$ cat src/rtl/mem_access_unit.sv
// Load/store initiator for a word-addressed data memory. Accepts one request
// at a time, performs byte/halfword/word accesses (read-modify-write for
// sub-word stores) and returns a one-cycle response with extended load data
// or an error flag. All outputs are registered.
module mem_access_unit #(
  parameter int unsigned READ_LAT = 1
) (
  input  logic        Clk,
  input  logic        Rst_n,
  input  logic        ReqValid,
  output logic        ReqReady,
  input  logic        ReqWrite,
  input  logic [1:0]  ReqSize,
  input  logic        ReqSigned,
  input  logic [31:0] ReqAddr,
  input  logic [31:0] ReqWData,
  output logic        RespValid,
  output logic [31:0] RespData,
  output logic        RespErr,
  output logic [31:0] Address,
  output logic [31:0] writeData,
  output logic        MemRead,
  output logic        MemWrite,
  input  logic [31:0] ReadData
);

  typedef enum logic [1:0] {IDLE, RD, WR, RESP} state_t;

  state_t      state, state_n;

  logic [31:0] addr_q, addr_d;
  logic [1:0]  size_q, size_d;
  logic        sgn_q, sgn_d;
  logic        wr_q, wr_d;
  logic [31:0] wdata_q, wdata_d;
  logic [3:0]  cnt_q, cnt_d;

  logic        ready_d, rvalid_d, rerr_d, mrd_d, mwr_d;
  logic [31:0] rdata_d, maddr_d, mwdata_d;

  logic        accept, req_err, req_needs_read;
  logic [4:0]  shamt;
  logic [31:0] shifted, load_val, lane_mask, merged;

  // Request decode: alignment/size legality and whether a read phase is needed.
  always_comb begin
    accept         = ReqValid && ReqReady && (state == IDLE);
    req_err        = (ReqSize == 2'b11) ||
                     ((ReqSize == 2'b01) && ReqAddr[0]) ||
                     ((ReqSize == 2'b10) && (ReqAddr[1:0] != 2'b00));
    req_needs_read = !ReqWrite || (ReqSize != 2'b10);
  end

  // Little-endian lane extract for loads and lane merge for sub-word stores.
  always_comb begin
    shamt   = {addr_q[1:0], 3'b000};
    shifted = ReadData >> shamt;
    unique case (size_q)
      2'b00:   load_val = sgn_q ? {{24{shifted[7]}}, shifted[7:0]}
                                : {24'h0, shifted[7:0]};
      2'b01:   load_val = sgn_q ? {{16{shifted[15]}}, shifted[15:0]}
                                : {16'h0, shifted[15:0]};
      default: load_val = ReadData;
    endcase
    lane_mask = ((size_q == 2'b00) ? 32'h0000_00FF : 32'h0000_FFFF) << shamt;
    merged    = (ReadData & ~lane_mask) | ((wdata_q << shamt) & lane_mask);
  end

  // Next state plus next value of every registered output; outputs are
  // computed for the state being entered so they line up with it.
  always_comb begin
    state_n  = state;
    addr_d   = addr_q;
    size_d   = size_q;
    sgn_d    = sgn_q;
    wr_d     = wr_q;
    wdata_d  = wdata_q;
    cnt_d    = cnt_q;
    ready_d  = 1'b0;
    rvalid_d = 1'b0;
    rdata_d  = '0;
    rerr_d   = 1'b0;
    maddr_d  = '0;
    mwdata_d = '0;
    mrd_d    = 1'b0;
    mwr_d    = 1'b0;

    unique case (state)
      IDLE: begin
        if (accept) begin
          addr_d  = ReqAddr;
          size_d  = ReqSize;
          sgn_d   = ReqSigned;
          wr_d    = ReqWrite;
          wdata_d = ReqWData;
          if (req_err) begin
            state_n  = RESP;
            rvalid_d = 1'b1;
            rerr_d   = 1'b1;
          end else if (req_needs_read) begin
            state_n = RD;
            cnt_d   = 4'(READ_LAT - 1);
            maddr_d = {ReqAddr[31:2], 2'b00};
            mrd_d   = 1'b1;
          end else begin
            state_n  = WR;
            maddr_d  = {ReqAddr[31:2], 2'b00};
            mwdata_d = ReqWData;
            mwr_d    = 1'b1;
          end
        end else begin
          ready_d = 1'b1;
        end
      end
      RD: begin
        if (cnt_q == 4'd0) begin
          if (!wr_q) begin
            state_n  = RESP;
            rvalid_d = 1'b1;
            rdata_d  = load_val;
          end else begin
            state_n  = WR;
            maddr_d  = {addr_q[31:2], 2'b00};
            mwdata_d = merged;
            mwr_d    = 1'b1;
          end
        end else begin
          cnt_d   = cnt_q - 4'd1;
          maddr_d = {addr_q[31:2], 2'b00};
          mrd_d   = 1'b1;
        end
      end
      WR: begin
        state_n  = RESP;
        rvalid_d = 1'b1;
      end
      RESP: begin
        state_n = IDLE;
        ready_d = 1'b1;
      end
      default: state_n = IDLE;
    endcase
  end

  // State, captured request and output registers; reset clears everything.
  always_ff @(posedge Clk or negedge Rst_n) begin
    if (!Rst_n) begin
      state     <= IDLE;
      addr_q    <= '0;
      size_q    <= '0;
      sgn_q     <= 1'b0;
      wr_q      <= 1'b0;
      wdata_q   <= '0;
      cnt_q     <= '0;
      ReqReady  <= 1'b0;
      RespValid <= 1'b0;
      RespData  <= '0;
      RespErr   <= 1'b0;
      Address   <= '0;
      writeData <= '0;
      MemRead   <= 1'b0;
      MemWrite  <= 1'b0;
    end else begin
      state     <= state_n;
      addr_q    <= addr_d;
      size_q    <= size_d;
      sgn_q     <= sgn_d;
      wr_q      <= wr_d;
      wdata_q   <= wdata_d;
      cnt_q     <= cnt_d;
      ReqReady  <= ready_d;
      RespValid <= rvalid_d;
      RespData  <= rdata_d;
      RespErr   <= rerr_d;
      Address   <= maddr_d;
      writeData <= mwdata_d;
      MemRead   <= mrd_d;
      MemWrite  <= mwr_d;
    end
  end

endmodule

$ cat config.mk
export PLATFORM = sky130hd
export DESIGN_NAME = mem_access_unit
export DESIGN_NICKNAME = d
export VERILOG_FILES = /design/src/rtl/mem_access_unit.sv
export SDC_FILE = /design/constraint.sdc
export NUM_CORES = 1
export LEC_CHECK = 0
export ABC_CLOCK_PERIOD_IN_PS = 4790
export BUFFER_PORTS_ARGS = -buffer_cell sky130_fd_sc_hd__buf_2
export CAP_MARGIN = 20
export CORE_ASPECT_RATIO = 1.4
export CORE_UTILIZATION = 32
export CTS_BUF_LIST = sky130_fd_sc_hd__clkbuf_8
export DETAILED_ROUTE_END_ITERATION = 12
export GPL_ROUTABILITY_DRIVEN = 0
export PLACE_DENSITY = 0.57
export SYNTH_ARGS = -nofsm -noshare
export SYNTH_HDL_FRONTEND = slang
export SYNTH_SLANG_ARGS = --single-unit
$ cat constraint.sdc
create_clock -name Clk -period 4.79 [get_ports Clk]
set_clock_uncertainty 0.1 [all_clocks]
set_input_delay 1.437 -clock Clk [delete_from_list [all_inputs] [get_ports Clk]]
set_output_delay 1.437 -clock Clk [all_outputs]
set_load 0.02 [all_outputs]
Yosys cells after proc, flatten, opt, wreduce, memory -nomap -nowiden
Index checks and enable logic that the tools add are counted.
{ "totals": {"input_bits": 103, "ff_bits": 175, "out_inout_bits": 101} }
{ "classes": {"shifts": 3, "n_mux": 48, "n_eq_ne": 13, "add_sub_neg": 1, "reduce_logical": 16, "n_bitwise": 4} }
{ "ops": {"columns": ["operator", "n"], "rows": [
  ["32-bit 2-to-1 mux", 14],
  ["32-bit case mux with 2 select lines", 3],
  ["32-bit bitwise AND", 2],
  ["32-bit inverter", 1],
  ["32-bit OR", 1],
  ["16-bit by 5-bit << shifter with 32-bit output", 1],
  ["32-bit by 5-bit << shifter with 32-bit output", 1],
  ["32-bit by 5-bit >> shifter with 16-bit output", 1],
  ["1-bit 2-to-1 mux", 16],
  ["16-bit 2-to-1 mux", 1],
  ["4-bit 2-to-1 mux", 4],
  ["2-bit inequality test, second input constant", 6],
  ["2-bit == test, second input constant", 4],
  ["2-bit 2-to-1 mux", 4],
  ["2-bit case mux with 4 select lines", 1],
  ["4-bit case mux with 2 select lines", 1],
  ["2-bit by 1-bit == test with 1-bit output, second input constant", 3],
  ["1-bit case mux with 2 select lines", 3],
  ["5-bit AND reduction", 1],
  ["1-bit logical AND", 4],
  ["2-bit zero test", 2],
  ["4-bit zero test", 1],
  ["2-bit AND reduction", 2],
  ["2-bit nonzero test", 2],
  ["other kinds (4)", 6]
]} }

Depth between registers and ports, before layout
{ "logic_depth": {"ltp_word": 9, "mapped_depth": 8} }

Worst setup path after synthesis
No wires, ideal clock.
{ "synth_path": {"path_kind": "input port to flip-flop", "startpoint": "input ReadData[31]", "endpoint": "register RespData[22]", "t_arrival_ns": 2.682, "n_path_buf": 1, "setup_slack_ns": 1.867, "stages": 5, "setup_ns": 0.142, "required_time_ns": 4.548, "path_cell_list": "mux4_2 > a31oi_4 > a21boi_4 > buf_6 > a211oi_1"} }
{ "synth_between": {"elab_chain_cells": 6, "word_cells_on_any_way": 7, "cone_classes": "shift (1); mux (6)"} }
{ "synth_lines": {"columns": ["element", "line", "source"], "rows": [
  ["from (decl)", "24", "input logic [31:0] ReadData"],
  ["32-bit by 5-bit >> shifter with 16-bit output *", "57", "shifted = ReadData >> shamt;"],
  ["32-bit 2-to-1 mux (on tied branches)", "61, 59", null],
  ["32-bit case mux with 2 select lines *", "58", "unique case (size_q)"],
  ["32-bit 2-to-1 mux *", "117", "if (!wr_q) begin"],
  ["32-bit 2-to-1 mux *", "116", "if (cnt_q == 4'd0) begin"],
  ["32-bit 2-to-1 mux *", "88", "unique case (state)"],
  ["named net rdata_d[22]", "39", "logic [31:0] rdata_d, maddr_d, mwdata_d;"],
  ["to (signal assigned)", "173", "RespData <= rdata_d;"],
  ["to (decl)", "18", "output logic [31:0] RespData,"]
]} }
The timed path passes the listed nets; every way through them passes the cells marked *.
A chain may end at the register's enable or synchronous reset.

Worst setup path after layout
{ "layout_path": {"startpoint": "input ReqSize[0]", "endpoint": "register writeData[8]"} }
{ "layout_between": {"elab_chain_cells": 7, "word_cells_on_any_way": 13, "cone_classes": "eq/ne (4); mux (4); reduce/logical (5)"} }
{ "layout_lines": {"columns": ["element", "line", "source"], "rows": [
  ["from (decl)", "13", "input logic [1:0] ReqSize,"],
  ["2-bit by 1-bit == test with 1-bit output", "49", "((ReqSize == 2'b01) && ReqAddr[0]) ||"],
  ["1-bit logical AND", "49", null],
  ["1-bit logical OR", "48", "req_err = (ReqSize == 2'b11) ||"],
  ["1-bit logical OR", "49", null],
  ["32-bit 2-to-1 mux *", "96", "if (req_err) begin"],
  ["32-bit 2-to-1 mux *", "90", "if (accept) begin"],
  ["32-bit case mux with 2 select lines *", "88", null],
  ["named net mwdata_d[8]", "39", null],
  ["to (signal assigned)", "176", "writeData <= mwdata_d;"],
  ["to (decl)", "21", "output logic [31:0] writeData,"]
]} }
Marked as above.

==> key figures <==
Power
  – Pwr dens: 583.2 mW/mm^2
  – Final Power: 5.090 mW
  – Peak VDD IR: 0.2374 mV
  – Leakage: 4.495 nW

Logic synthesis
  – Synth Instances: 680
  – Syn_area_per_cell: 10.31 um^2
  – Post-synth EDFFs: 0
  – Top cell type by total area after synthesis: dfrtp_1
  – Synth Warn #: 0
  – Netlist cell types: 46
  – Synth top area share: 56.05%
  – Asr flop ratio synth: 100.0%
  – Mapped cell area: 0.007009 mm^2
  – Synth Register Bits: 157
  – Ys flop type: dfrtp_1
  – Register area share after synthesis: 56.05%
  – Synth top area cells: dfrtp_1 (56%), nand2_1 (10%), mux2i_1 (5.7%), a32o_1 (5.3%), o2bb2ai_1 (3.1%)

Setup path
  – Crit path capture type: register
  – Crit path DAT: 3.50 ns
  – Slowest-stage cell, CP: or4_1
  – Critical Path Source Type: primary input
  – R2r worst-path depth: 6
  – Launch point of the critical path: ReqSize[0]
  – Crit-path leading delay family: simple AND/OR/NAND/NOR gates
  – Kind of critical path: in -> reg
  – Levels on crit path: 5
  – CP Cell Sequence: buf_2 -> or4_1 -> nor2_1 -> buf_4 -> o2bb2ai_1
  – FF-to-FF Start: state[0]
  – Worst-path maximum fanout: 16
  – Worst path buffer plus inverter count: 2
  – RR Endpoint: writeData[8]
  – Max incr delay on CP: 0.77 ns
  – Reg2Reg Setup Slack: 1.87 ns
  – Worst endpoint required time: 5.05 ns

STA
  – Final Worst Setup Slack: 1.553 ns
  – Slew @ Worst Pin: 0.9790 ns
  – Period minus WS final: 3.237 ns
  – Final period utilization: 67.59%
  – Slew Limit Fails: 0
  – Final hold viol count: 0
  – Fmax: 308.9 MHz
  – Count of final setup violators: 0
  – Setup TNS: 0 ns
  – RSZ-0062 raised after global routing: no
  – Rel. slew slack: 34.57%

Global route
  – Vias in the first global route: 5790
  – Largest net degree at the start of global routing: 72
  – All-Layer GR Usage: 19.75%
  – First-pass GRT wire length: 33160 um
  – GR Overflow Total: 0
  – Antenna violations before repair: 4

Drt
  – Wirelength per Cell: 18.80 um
  – Total Routed Length: 21830 um
  – # DRC: 0
  – Via/cell ratio: 4.993
  – Detail Route Antenna Nets: 0
  – Vias: 5797
  – Initial DRC Count: 373
  – DR pass1 iterations: 5

Cells and area
  – Synth-to-Final Area Change: 24.51%
  – Layout cells sized above 1: 30.18%
  – Layout Cells excl Fill: 1161
  – Final nets: 965

Die
  – Core Area: 0.02136 mm^2
  – I/O Pins: 204
  – Die height: 177.1 um
  – Rows: 63
  – Initial Utilization: 32.81%
  – Die area: 0.02251 mm^2
  – Die width: 127.1 um

Clocking
  – Clk Latency, worst-skew pair: 0.45 ns
  – CTS Sinks: 157
  – Total CTS buffers: 17
  – Post-CTS Setup Inserts: 0
  – Clk buf depth: 2
  – CTS root buffer: clkbuf_8
  – CTS resizes: 0
  – Clock-pin transition on the worst setup and hold timing paths: 0.09 ns
  – CTS tree: yes
  – H-tree depth: 4
  – CTS Hold Bufs: 0

Min path
  – Hold path startpoint: addr_q[13]
  – Hold Crit Depth: 2
  – Class of the worst hold path: reg -> reg
  – Worst Hold End: addr_q[13]

Placed design
  – PortBufs: 201
  – Worst slack, placed: 1.104 ns
  – Dpl hpwl: 16070 um
  – Dpl cells: 1129

Job
  – Max Cap Viol: 0

Outcome
  – Outcome: completed
==> cells by family after synthesis <==
group           share of synthesized area (%)
flops                                   56.05
mux                                     6.355
fa+ha+maj                               1.071
other cells                           0.05350
simple gates                            14.98
buf+inv                                 4.177
compound gates                          17.32
==> cell usage after synthesis, types with 3 or more instances <==
| cell type | number |
|---|---|
| a211oi_1 | 16 |
| a21oi_1 | 16 |
| a221oi_1 | 7 |
| a32o_1 | 37 |
| and2_1 | 3 |
| buf_1 | 6 |
| buf_2 | 6 |
| clkbuf_1 | 41 |
| dfrtp_1 | 157 |
| ha_1 | 6 |
| inv_1 | 13 |
| mux2i_1 | 40 |
| nand2_1 | 193 |
| nand2b_1 | 4 |
| nand3_1 | 10 |
| nor2_1 | 31 |
| nor2b_1 | 4 |
| nor3_1 | 4 |
| o21ai_0 | 3 |
| o221a_2 | 7 |
| o22ai_1 | 9 |
| o2bb2ai_1 | 25 |
| o31ai_1 | 4 |
| o32ai_1 | 8 |
==> worst max path at each step <==
stage	slack, ns	to
floorplan	1.87	RespData[22]
global placement	1.15	writeData[28]
detailed placement	1.10	writeData[8]
CTS	1.60	writeData[8]
global route	1.45	writeData[30]
finish	1.55	writeData[8]
==> metrics by stage <==
stage                     hold slack, ns  utilization (%)  cell area (um^2)
after detailed placement          0.3635            38.68              8262
after global placement            0.3579            38.68              8262
after CTS                         0.3852            40.84              8725
final                             0.3812            40.85              8727
after floorplan                   0.3460                -              7013
after global routing              0.4011            40.84              8725
==> layer usage <==
| layer | GRT usage, % | vias to the layer above | wire length [um] |
|---|---|---|---|
| met1 | 22.78 | 2804 | 8744 |
| met5 | 0 | - | 35 |
| met3 | 6.771 | 31 | 1698 |
| li1 | - | 2744 | - |
| met2 | 34.07 | 212 | 10910 |
| met4 | 6.597 | 6 | 442 |
==> area by class of cell <==
type                       count  area, um^2
clock buffer                  18       247.7
tap                          292       365.4
multi-input combinational    454        2804
antenna                        1       2.502
clock inverter                13       215.2
sequential                   157        3929
fill                        2165       12630
timing repair buffer         213        1115
inverter                      13       48.80
==> layout by cell type (no fill, tap or decap), types with 3 or more instances in the layout <==
cell         n
and2_1       3
a32o_1      37
mux2i_1     40
buf_2      200
dfrtp_1    157
bufinv_16    5
nand2_1    193
nand3_1      9
nor3_1       4
o22ai_1      8
nor2_1      31
o31ai_1      4
nor2b_1      4
o32ai_1      8
a221oi_1     7
clkinv_4     3
buf_4       11
inv_1       14
o21ai_0      3
a21oi_1     16
nand2b_1     4
ha_1         6
o221a_2      7
clkbuf_8    18
o2bb2ai_1   25
a211oi_1    16
==> worst reg2reg max path, stage by stage, from the launching register on <==
cell       delay, ns
dfrtp_1         0.41
inv_1           0.12
ha_1            0.37
nand3_2         0.55
nor2_1          0.79
buf_4           0.36
o2bb2ai_1       0.15
==> report_power, final <==
group,total [mW],switching (mW),internal [mW]
Sequential,2.01,0.323,1.69
Combinational,1.91,1.20,0.706
Clock,1.17,0.530,0.637
Total,5.09,2.06,3.03
==> flip-flops by register name (all words and copies together) (netlist names) <==
| name | cells |
|---|---|
| RespValid | 1 |
| size_q | 2 |
| ReqReady | 1 |
| RespData | 32 |
| sgn_q | 1 |
| MemWrite | 1 |
| addr_q | 32 |
| wdata_q | 16 |
| cnt_q | 4 |
| writeData | 32 |
| MemRead | 1 |
| Address | 30 |
| state | 2 |
| RespErr | 1 |
| wr_q | 1 |
Power figures use the tool's default switching activity.
